[config.mk]
export PLATFORM = sky130hd
export DESIGN_NAME = mem_bus_arbiter_flat
export DESIGN_NICKNAME = d
export VERILOG_FILES = /design/src/rtl/mem_bus_arbiter_if.sv /design/src/rtl/mem_bus_arbiter.sv /design/src/flat_wrapper.sv
export SDC_FILE = /design/constraint.sdc
export NUM_CORES = 1
export LEC_CHECK = 0
export CAP_MARGIN = 20
export CORE_MARGIN = 1
export CORE_UTILIZATION = 39
export DETAILED_ROUTE_END_ITERATION = 7
export GPL_ROUTABILITY_DRIVEN = 0
export GPL_TIMING_DRIVEN = 0
export PLACE_DENSITY = 0.81
export SYNTH_ARGS = -nofsm -noshare
export SYNTH_HDL_FRONTEND = slang
export SYNTH_SLANG_ARGS = --single-unit
[constraint.sdc]
create_clock -name clk -period 2.4 [get_ports clk]
set_input_delay 0.72 -clock clk [delete_from_list [all_inputs] [get_ports clk]]
set_output_delay 0.72 -clock clk [all_outputs]
set_load 0.01 [all_outputs]
[src/rtl/mem_bus_arbiter_if.sv]
// Requester, memory-bus and status signals of mem_bus_arbiter, bundled for port connection.
// Latency: none, wiring only. Backpressure: req is held until ack; the slave modport is the arbiter's view.
interface mem_bus_arbiter_if #(
    parameter int ADDR_W = 16,
    parameter int DATA_W = 8
);
    logic              cpu_req;
    logic              cpu_we;
    logic [ADDR_W-1:0] cpu_addr;
    logic [DATA_W-1:0] cpu_wdata;
    logic              cpu_lock;
    logic              cpu_ack;
    logic [DATA_W-1:0] cpu_rdata;

    logic              dma_req;
    logic              dma_we;
    logic [ADDR_W-1:0] dma_addr;
    logic [DATA_W-1:0] dma_wdata;
    logic              dma_ack;
    logic [DATA_W-1:0] dma_rdata;

    logic [ADDR_W-1:0] mem_addr;
    logic              mem_read_req;
    logic              mem_write_req;
    logic [DATA_W-1:0] mem_wdata;
    logic [DATA_W-1:0] mem_rdata;

    logic [1:0]        grant;
    logic              busy;

    modport slave (
        input  cpu_req, cpu_we, cpu_addr, cpu_wdata, cpu_lock,
        output cpu_ack, cpu_rdata,
        input  dma_req, dma_we, dma_addr, dma_wdata,
        output dma_ack, dma_rdata,
        output mem_addr, mem_read_req, mem_write_req, mem_wdata,
        input  mem_rdata,
        output grant, busy
    );

    modport master (
        output cpu_req, cpu_we, cpu_addr, cpu_wdata, cpu_lock,
        input  cpu_ack, cpu_rdata,
        output dma_req, dma_we, dma_addr, dma_wdata,
        input  dma_ack, dma_rdata,
        input  mem_addr, mem_read_req, mem_write_req, mem_wdata,
        output mem_rdata,
        input  grant, busy
    );
endinterface

[src/rtl/mem_bus_arbiter.sv]
// Shares one memory bus between the CPU and DMA ports, one transaction at a time (IDLE -> ISSUE -> CAPTURE).
// Latency: strobe 1 cycle after the request is sampled, ack + rdata 3 cycles after; one transaction per 3 cycles.
// Backpressure: a losing requester holds req until its ack. MEM_ARB_RR_EN: round-robin with cpu_lock, else fixed CPU priority.
module mem_bus_arbiter #(
    parameter int ADDR_W = 16,
    parameter int DATA_W = 8
) (
    input logic              clk,
    input logic              reset_n,
    mem_bus_arbiter_if.slave bus
);
    typedef enum logic [1:0] {
        IDLE    = 2'd0,
        ISSUE   = 2'd1,
        CAPTURE = 2'd2
    } state_t;

    state_t            state;
    logic [ADDR_W-1:0] mem_addr_q;
    logic [DATA_W-1:0] mem_wdata_q;
    logic              mem_read_q;
    logic              mem_write_q;
    logic              we_q;
    logic [DATA_W-1:0] cpu_rdata_q;
    logic [DATA_W-1:0] dma_rdata_q;
    logic              cpu_ack_q;
    logic              dma_ack_q;
    logic [1:0]        grant_q;
    logic              busy_q;

    logic              cpu_vld;
    logic              dma_vld;
    logic              pick_cpu;
    logic              pick_dma;

    // The port being acked this cycle still shows req high; it must not be re-granted on stale addr/data.
    assign cpu_vld = bus.cpu_req & ~cpu_ack_q;
    assign dma_vld = bus.dma_req & ~dma_ack_q;

`ifdef MEM_ARB_RR_EN
    logic last_cpu;

    // A locked CPU that keeps req high owns the bus across its own ack cycle, so the DMA sits out that cycle too.
    assign pick_cpu = cpu_vld & (~dma_vld | ~last_cpu | bus.cpu_lock);
    assign pick_dma = dma_vld & ~pick_cpu & ~(bus.cpu_req & last_cpu & bus.cpu_lock);
`else
    logic unused_lock;

    assign unused_lock = bus.cpu_lock;
    assign pick_cpu    = cpu_vld;
    assign pick_dma    = dma_vld & ~bus.cpu_req;
`endif

    always_ff @(posedge clk or negedge reset_n) begin
        if (!reset_n) begin
            state       <= IDLE;
            mem_addr_q  <= '0;
            mem_wdata_q <= '0;
            mem_read_q  <= 1'b0;
            mem_write_q <= 1'b0;
            we_q        <= 1'b0;
            cpu_rdata_q <= '0;
            dma_rdata_q <= '0;
            cpu_ack_q   <= 1'b0;
            dma_ack_q   <= 1'b0;
            grant_q     <= 2'b00;
            busy_q      <= 1'b0;
`ifdef MEM_ARB_RR_EN
            last_cpu    <= 1'b0;
`endif
        end else begin
            cpu_ack_q <= 1'b0;
            dma_ack_q <= 1'b0;
            case (state)
                IDLE: begin
                    if (pick_cpu || pick_dma) begin
                        we_q        <= pick_cpu ? bus.cpu_we    : bus.dma_we;
                        mem_addr_q  <= pick_cpu ? bus.cpu_addr  : bus.dma_addr;
                        mem_wdata_q <= pick_cpu ? bus.cpu_wdata : bus.dma_wdata;
                        mem_read_q  <= pick_cpu ? ~bus.cpu_we   : ~bus.dma_we;
                        mem_write_q <= pick_cpu ? bus.cpu_we    : bus.dma_we;
                        grant_q     <= pick_cpu ? 2'b01 : 2'b10;
                        busy_q      <= 1'b1;
`ifdef MEM_ARB_RR_EN
                        last_cpu    <= pick_cpu;
`endif
                        state       <= ISSUE;
                    end
                end
                ISSUE: begin
                    mem_read_q  <= 1'b0;
                    mem_write_q <= 1'b0;
                    state       <= CAPTURE;
                end
                CAPTURE: begin
                    // mem_rdata is the memory's registered response to the ISSUE strobe.
                    if (grant_q[0]) begin
                        cpu_ack_q <= 1'b1;
                        if (!we_q) cpu_rdata_q <= bus.mem_rdata;
                    end else begin
                        dma_ack_q <= 1'b1;
                        if (!we_q) dma_rdata_q <= bus.mem_rdata;
                    end
                    grant_q <= 2'b00;
                    busy_q  <= 1'b0;
                    state   <= IDLE;
                end
                default: begin
                    mem_read_q  <= 1'b0;
                    mem_write_q <= 1'b0;
                    grant_q     <= 2'b00;
                    busy_q      <= 1'b0;
                    state       <= IDLE;
                end
            endcase
        end
    end

    assign bus.mem_addr      = mem_addr_q;
    assign bus.mem_wdata     = mem_wdata_q;
    assign bus.mem_read_req  = mem_read_q;
    assign bus.mem_write_req = mem_write_q;
    assign bus.cpu_ack       = cpu_ack_q;
    assign bus.cpu_rdata     = cpu_rdata_q;
    assign bus.dma_ack       = dma_ack_q;
    assign bus.dma_rdata     = dma_rdata_q;
    assign bus.grant         = grant_q;
    assign bus.busy          = busy_q;

`ifndef SYNTHESIS
    a_one_ack: assert property (@(posedge clk) disable iff (!reset_n) !(cpu_ack_q && dma_ack_q));
    a_one_strobe: assert property (@(posedge clk) disable iff (!reset_n) !(mem_read_q && mem_write_q));
    a_strobe_issue: assert property (@(posedge clk) disable iff (!reset_n)
        (mem_read_q || mem_write_q) |-> (state == ISSUE));
    a_grant_onehot: assert property (@(posedge clk) disable iff (!reset_n) grant_q != 2'b11);
`endif
endmodule

[src/flat_wrapper.sv]
// flat-port wrapper written by rule: the top's interface ports become plain ports
module mem_bus_arbiter_flat 
#(
    parameter int ADDR_W = 16,
    parameter int DATA_W = 8
)
  (clk, reset_n, bus_cpu_req, bus_cpu_we, bus_cpu_addr, bus_cpu_wdata, bus_cpu_lock, bus_cpu_ack, bus_cpu_rdata, bus_dma_req, bus_dma_we, bus_dma_addr, bus_dma_wdata, bus_dma_ack, bus_dma_rdata, bus_mem_addr, bus_mem_read_req, bus_mem_write_req, bus_mem_wdata, bus_mem_rdata, bus_grant, bus_busy);
  mem_bus_arbiter_if #(.ADDR_W(ADDR_W), .DATA_W(DATA_W)) bus_i ();
  input logic clk;
  input logic reset_n;
  input wire logic [$bits(bus_i.cpu_req)-1:0] bus_cpu_req;
  input wire logic [$bits(bus_i.cpu_we)-1:0] bus_cpu_we;
  input wire logic [$bits(bus_i.cpu_addr)-1:0] bus_cpu_addr;
  input wire logic [$bits(bus_i.cpu_wdata)-1:0] bus_cpu_wdata;
  input wire logic [$bits(bus_i.cpu_lock)-1:0] bus_cpu_lock;
  output wire logic [$bits(bus_i.cpu_ack)-1:0] bus_cpu_ack;
  output wire logic [$bits(bus_i.cpu_rdata)-1:0] bus_cpu_rdata;
  input wire logic [$bits(bus_i.dma_req)-1:0] bus_dma_req;
  input wire logic [$bits(bus_i.dma_we)-1:0] bus_dma_we;
  input wire logic [$bits(bus_i.dma_addr)-1:0] bus_dma_addr;
  input wire logic [$bits(bus_i.dma_wdata)-1:0] bus_dma_wdata;
  output wire logic [$bits(bus_i.dma_ack)-1:0] bus_dma_ack;
  output wire logic [$bits(bus_i.dma_rdata)-1:0] bus_dma_rdata;
  output wire logic [$bits(bus_i.mem_addr)-1:0] bus_mem_addr;
  output wire logic [$bits(bus_i.mem_read_req)-1:0] bus_mem_read_req;
  output wire logic [$bits(bus_i.mem_write_req)-1:0] bus_mem_write_req;
  output wire logic [$bits(bus_i.mem_wdata)-1:0] bus_mem_wdata;
  input wire logic [$bits(bus_i.mem_rdata)-1:0] bus_mem_rdata;
  output wire logic [$bits(bus_i.grant)-1:0] bus_grant;
  output wire logic [$bits(bus_i.busy)-1:0] bus_busy;
  assign bus_i.cpu_req = bus_cpu_req;
  assign bus_i.cpu_we = bus_cpu_we;
  assign bus_i.cpu_addr = bus_cpu_addr;
  assign bus_i.cpu_wdata = bus_cpu_wdata;
  assign bus_i.cpu_lock = bus_cpu_lock;
  assign bus_cpu_ack = bus_i.cpu_ack;
  assign bus_cpu_rdata = bus_i.cpu_rdata;
  assign bus_i.dma_req = bus_dma_req;
  assign bus_i.dma_we = bus_dma_we;
  assign bus_i.dma_addr = bus_dma_addr;
  assign bus_i.dma_wdata = bus_dma_wdata;
  assign bus_dma_ack = bus_i.dma_ack;
  assign bus_dma_rdata = bus_i.dma_rdata;
  assign bus_mem_addr = bus_i.mem_addr;
  assign bus_mem_read_req = bus_i.mem_read_req;
  assign bus_mem_write_req = bus_i.mem_write_req;
  assign bus_mem_wdata = bus_i.mem_wdata;
  assign bus_i.mem_rdata = bus_mem_rdata;
  assign bus_grant = bus_i.grant;
  assign bus_busy = bus_i.busy;
  mem_bus_arbiter #(.ADDR_W(ADDR_W), .DATA_W(DATA_W)) u_core (.clk(clk), .reset_n(reset_n), .bus(bus_i));
endmodule
# Yosys cells after proc, flatten, opt, wreduce, memory -nomap -nowiden
# Index checks and enable logic that the tools add are counted.
totals:
  wordCells: 53
  register_bits: 50
op_classes:
  reduce_logical: 7
  bitwise_logic: 12
  n_eq_ne: 3
  muxes: 19
ops:
  columns: ["cell", "count"]
  rows:
  - ["$mux W16", 1]
  - ["$mux W1", 9]
  - ["$not A1 Y1", 9]
  - ["$mux W8", 1]
  - ["$pmux W2 S2", 2]
  - ["$mux W2", 3]
  - ["$pmux W1 S2", 3]
  - ["$reduce_and A2 Y1", 3]
  - ["$reduce_and A3 Y1", 2]
  - ["$and A1 B1 Y1", 3]
  - ["$eq A2 B1 Y1 const B", 1]
  - ["$eq A2 B2 Y1 const B", 1]
  - ["$logic_not A2 Y1", 1]
  - ["$ne A2 B1 Y1 const B", 1]
  - ["$logic_or A1 B1 Y1", 1]

# Depth between registers and ports, before layout
logic_depth:
  word_depth: 6
  ltp_mapped: 6
  ltp_nobuf: 3

# Worst setup path after synthesis
# Ideal clock, no wire load.
synth_timing:
  path_kind: "input port to flip-flop"
  startpoint: "in bus_cpu_req"
  endpoint: "reg u_core.mem_addr_q[0] (netlist: u_core.bus.mem_addr[0])"
  setup_time_ns: 0.123
  setup_slack_ns: 0.370
  t_arrival_ns: 1.907
  path_stages: 6
  n_path_buf: 3
  cell_sequence: "or3b_1 clkbuf_2 or2_1 buf_6 buf_6 o221a_1"
synth_between:
  elab_chain_len: 4
  word_cells_on_any_way: 6
synth_lines:
  columns: ["element", "line", "source"]
  rows:
  - ["start, declared", "flat_wrapper.sv:11", "input wire logic [$bits(bus_i.cpu_req)-1:0] bus_cpu_req;"]
  - ["$not A1 Y1", "mem_bus_arbiter.sv:51", "assign pick_dma = dma_vld & ~bus.cpu_req;"]
  - ["$and A1 B1 Y1", "mem_bus_arbiter.sv:51", null]
  - ["$logic_or A1 B1 Y1", "mem_bus_arbiter.sv:76", "if (pick_cpu || pick_dma) begin"]
  - ["$reduce_and A2 Y1 (no line)", null, null]
  - ["end signal, assigned", "mem_bus_arbiter.sv:78", "mem_addr_q <= pick_cpu ? bus.cpu_addr : bus.dma_addr;"]
  - ["end, declared", "mem_bus_arbiter.sv:19", "logic [ADDR_W-1:0] mem_addr_q;"]
# Several ways; a longest one is shown, not always the timed one.
# A chain may end at the register's enable or synchronous reset.

# Worst setup path after layout
layout_timing:
  startpoint: "in bus_cpu_req"
  endpoint: "reg u_core.mem_wdata_q[6] (netlist: u_core.bus.mem_wdata[6])"
layout_between:
  elab_chain_len: 4
  word_cells_on_any_way: 6
layout_lines:
  columns: ["element", "line", "source"]
  rows:
  - ["$not A1 Y1", "mem_bus_arbiter.sv:51", null]
  - ["$and A1 B1 Y1", "mem_bus_arbiter.sv:51", null]
  - ["$logic_or A1 B1 Y1", "mem_bus_arbiter.sv:76", null]
  - ["$reduce_and A2 Y1 (no line)", null, null]
  - ["end signal, assigned", "mem_bus_arbiter.sv:79", "mem_wdata_q <= pick_cpu ? bus.cpu_wdata : bus.dma_wdata;"]
  - ["end, declared", "mem_bus_arbiter.sv:20", "logic [DATA_W-1:0] mem_wdata_q;"]
# Several ways; a longest one is shown, not always the timed one.

==> flow_summary.json <==
{
  "outcome": "finished, final reports clean",
  "routed_via_density": 5.13,
  "slew_viol_final": 0,
  "powerDensity_nw_per_um2": 1150,
  "final_report_setup_violation_count": 0,
  "critPathRequiredTime_ns": 2.58,
  "post_cts_hold_buffer_count": 0,
  "power_mw": 3.95,
  "netlist-cell-type-count": 33,
  "busiest_layer": "met2",
  "layout_cell_share_with_drive_strength_beyond_1_pct": 16.3,
  "grt_use_met1_pct": 24.5,
  "grt.overflow.total": 0,
  "chipHeight_um": 76.4,
  "critical_path.startpoint_type": "primary input",
  "path_common_cell": "buf_6",
  "die_width_um": 76.4,
  "n_antenna_cell": 0,
  "path_class": "primary input to register",
  "cts.htree.levels": 2,
  "combinationalPowerShare_pct": 49.6,
  "crit_path_top_delay_cell": "or3b_1",
  "yosysSeqAreaShare_pct": 57.9,
  "final_period_utilization_pct": 97.2,
  "ctsLongestPathBuffers": 2,
  "numClockSinks": 50,
  "syn-cell-area_um2": 2160,
  "cts_made_buffers": 5,
  "grtUsageTotal_pct": 19.2,
  "postCtsResizedCells": 0,
  "pwr-share-clk_pct": 12.4,
  "routed_wl_um": 5120,
  "capturing_element_type_of_the_critical_path": "register",
  "critical_path.max_stage_delay_ns": 0.52,
  "clock_tree_from_tritoncts": "yes",
  "syn-mean-instance-area_um2": 14.0,
  "post-route-drc-count": 0,
  "fin_skew_ns": 0.00417,
  "dp_hpwl_um": 3900,
  "synth_fp_nets": 217,
  "synthesis.yosys.warnings": 0,
  "seq_power_share_pct": 38.0,
  "power_switching_share_pct": 31.9,
  "finalHoldViolations": 0,
  "detail_route.first_pass.iterations": 4,
  "path_delay_family": "simple AND/OR/NAND/NOR gates",
  "clock.fmax_ghz": 0.429,
  "first_global_vias": 1837,
  "clkLatencyLatePin_ns": 0.29,
  "grt_met2_use_pct": 30.4,
  "first_iter_violations": 63,
  "power.static_leakage_nw": 1.36,
  "finalWorstPathRequiredPeriod_ns": 2.33,
  "dieArea_um2": 5840,
  "area_overhead_vs_synth_pct": 58.9,
  "first_pass_grt_wire_length_um": 8800,
  "cts_setup_buffers": 0,
  "gr-usage-met3_pct": 6.71,
  "share_of_the_core_filled_with_cells_pct": 65.9,
  "r2r-start": "u_core.state[1]",
  "cell_internal_pwr_mw": 2.69,
  "clock-root-buffer": "clkbuf_8",
  "r2r_setup_slk_ns": 0.56,
  "ir_drop_v": 0.000569,
  "grt_antenna_before_repair": 0,
  "core_area_um2": 5200,
  "worst_slew_margin_rel_pct": 55.8,
  "pin_count": 110,
  "timing.critical_path.from": "bus_cpu_req",
  "cts.reportedPaths.clkPinSlew_ns": 0.08,
  "timing.hold.worst.class": "primary input to asynchronous set/reset pin",
  "route.vias.total": 1745,
  "cp_data_arrival_time_ns": 2.51,
  "tightest_slew_ns": 0.659,
  "grt_max_degree": 34,
  "critical_path_buf_inv_count": 3,
  "cp_cell_sequence": "clkdlybuf4s50_1, or3b_1, or2_1, buf_6, buf_6, o221a_1",
  "synthCells": 154,
  "rsz_0062_raised_after_global_routing": "false",
  "start_util_pct": 41.5,
  "flip_flop_and_latch_count_after_synthesis": 50,
  "detail-route-antenna-nets": 0,
  "power.switching_mw": 1.26,
  "num-nets-final": 332,
  "rows": 26,
  "cap_violations": 0,
  "routedWlPerCell_um": 15.1,
  "maximum_net_fanout_on_the_critical_path": 10,
  "count_of_input_and_output_buffers": 108
}
## worst register-to-register path: stages, from the launching register on
cell	delay [ns]
dfrtp_1	0.38
buf_4	0.17
nor4b_4	0.49
clkbuf_2	0.34
or2b_1	0.26
o221a_1	0.11
## registers in the layout (all words and copies together) (netlist names)
register / flops
u_core.bus.mem_read_req: 1
u_core.state: 2
u_core.bus.mem_wdata: 8
u_core.bus.grant: 2
u_core.bus.cpu_rdata: 8
u_core.bus.mem_addr: 16
u_core.bus.dma_ack: 1
u_core.bus.busy: 1
u_core.bus.dma_rdata: 8
u_core.we_q: 1
u_core.bus.cpu_ack: 1
u_core.bus.mem_write_req: 1
## power by group through the flow
stage | clock, mW | combinational (mW) | sequential (mW)
finish | 0.491 | 1.96 | 1.50
global route | 0.549 | 2.12 | 1.56
floorplan | 0 | 0.753 | 1.66
detailed placement | 0 | 2.00 | 1.50
CTS | 0.505 | 1.99 | 1.50
global placement | 0 | 1.94 | 1.50
## synthesized netlist by cell type
library cell  number  area [µm²]
dfrtp_1           50        1250
nand2b_1          24         150
o221a_1           19         214
mux2_2            16         180
buf_6              5        56.3
o221a_2            5        56.3
a21oi_1            3        15.0
nor2_1             3        11.3
or2b_1             3        22.5
clkbuf_1           2        7.51
inv_1              2        7.51
a21o_1             1        7.51
a311o_1            1        10.0
a31o_2             1        8.76
and3b_1            1        8.76
and4_1             1        8.76
buf_2              1        5.00
buf_4              1        7.51
clkbuf_2           1        5.00
nand4_1            1        6.26
nand4b_1           1        8.76
nor2b_1            1        6.26
nor3_2             1        10.0
nor4b_4            1        23.8
nor4bb_1           1        10.0
o211ai_1           1        7.51
o21ai_0            1        5.00
o21ai_2            1        8.76
o32ai_1            1        8.76
or2_1              1        6.26
or2_2              1        6.26
or3b_1             1        8.76
or4b_1             1        10.0
## logic make-up (layout without fill, tap and decap cells)
group / Yosys count / count (layout) / synth area share (%)
buf+inv: 12 / 128 / 4.11
flops: 50 / 50 / 57.9
compound gates: 34 / 34 / 15.8
mux: 16 / 16 / 8.34
simple gates: 42 / 42 / 13.8
## layer usage
metal,routed length (µm),vias up
met5,0,-
met4,76,0
met3,442,9
met2,2360,91
met1,2240,839
li1,-,806
## worst paths after layout
check | to | cells after the start
worst max-delay path | u_core.bus.mem_wdata[6] | 6
worst min-delay path | u_core.bus.cpu_rdata[0] | 1
worst max register to register | u_core.bus.mem_addr[1] | 5
worst min register to register | u_core.bus.busy | 1
max in group asynchronous | u_core.bus.mem_addr[3] | 2
min in group clk | u_core.bus.busy | 1
## cell usage in the layout (no fill, tap or decap), drive strengths merged
cell type / n
nand4: 1
inv: 2
clkdlybuf4s50: 107
dfrtp: 50
a31o: 1
o21ai: 2
and3b: 1
a311o: 1
buf: 9
a21oi: 3
clkbuf: 9
and4: 1
nand2b: 24
o211ai: 1
nor4bb: 1
or2: 2
o32ai: 1
or3b: 1
a21o: 1
nor4b: 1
nor2: 3
mux2: 16
or2b: 3
clkinv: 1
nand4b: 1
o221a: 24
nor2b: 1
or4b: 1
nor3: 1
## cell type report
type | count | area (µm²)
Fill cell | 434 | 1770
Sequential cell | 50 | 1250
Timing Repair Buffer | 109 | 1100
Multi-Input combinational cell | 92 | 820
Tap cell | 70 | 87.6
Clock buffer | 7 | 86.3
Buffer | 9 | 78.8
Inverter | 2 | 7.51
Clock inverter | 1 | 5.00
## metrics by stage
step	cell area [µm²]	setup TNS, ns	hold slack, ns	std cells	worst slack, ns
6_report	3430	0	0.347	340	0.0679
5_1_grt	3430	0	0.351	340	0.0250
3_3_place_gp	3330	-46.43	0.463	332	-0.841
2_1_floorplan	2160	0	0.424	154	0.370
3_5_place_dp	3340	-5.10	0.491	333	-0.322
4_1_cts	3430	0	0.354	341	0.00502
Note: power is estimated with default switching activity, not from simulation.
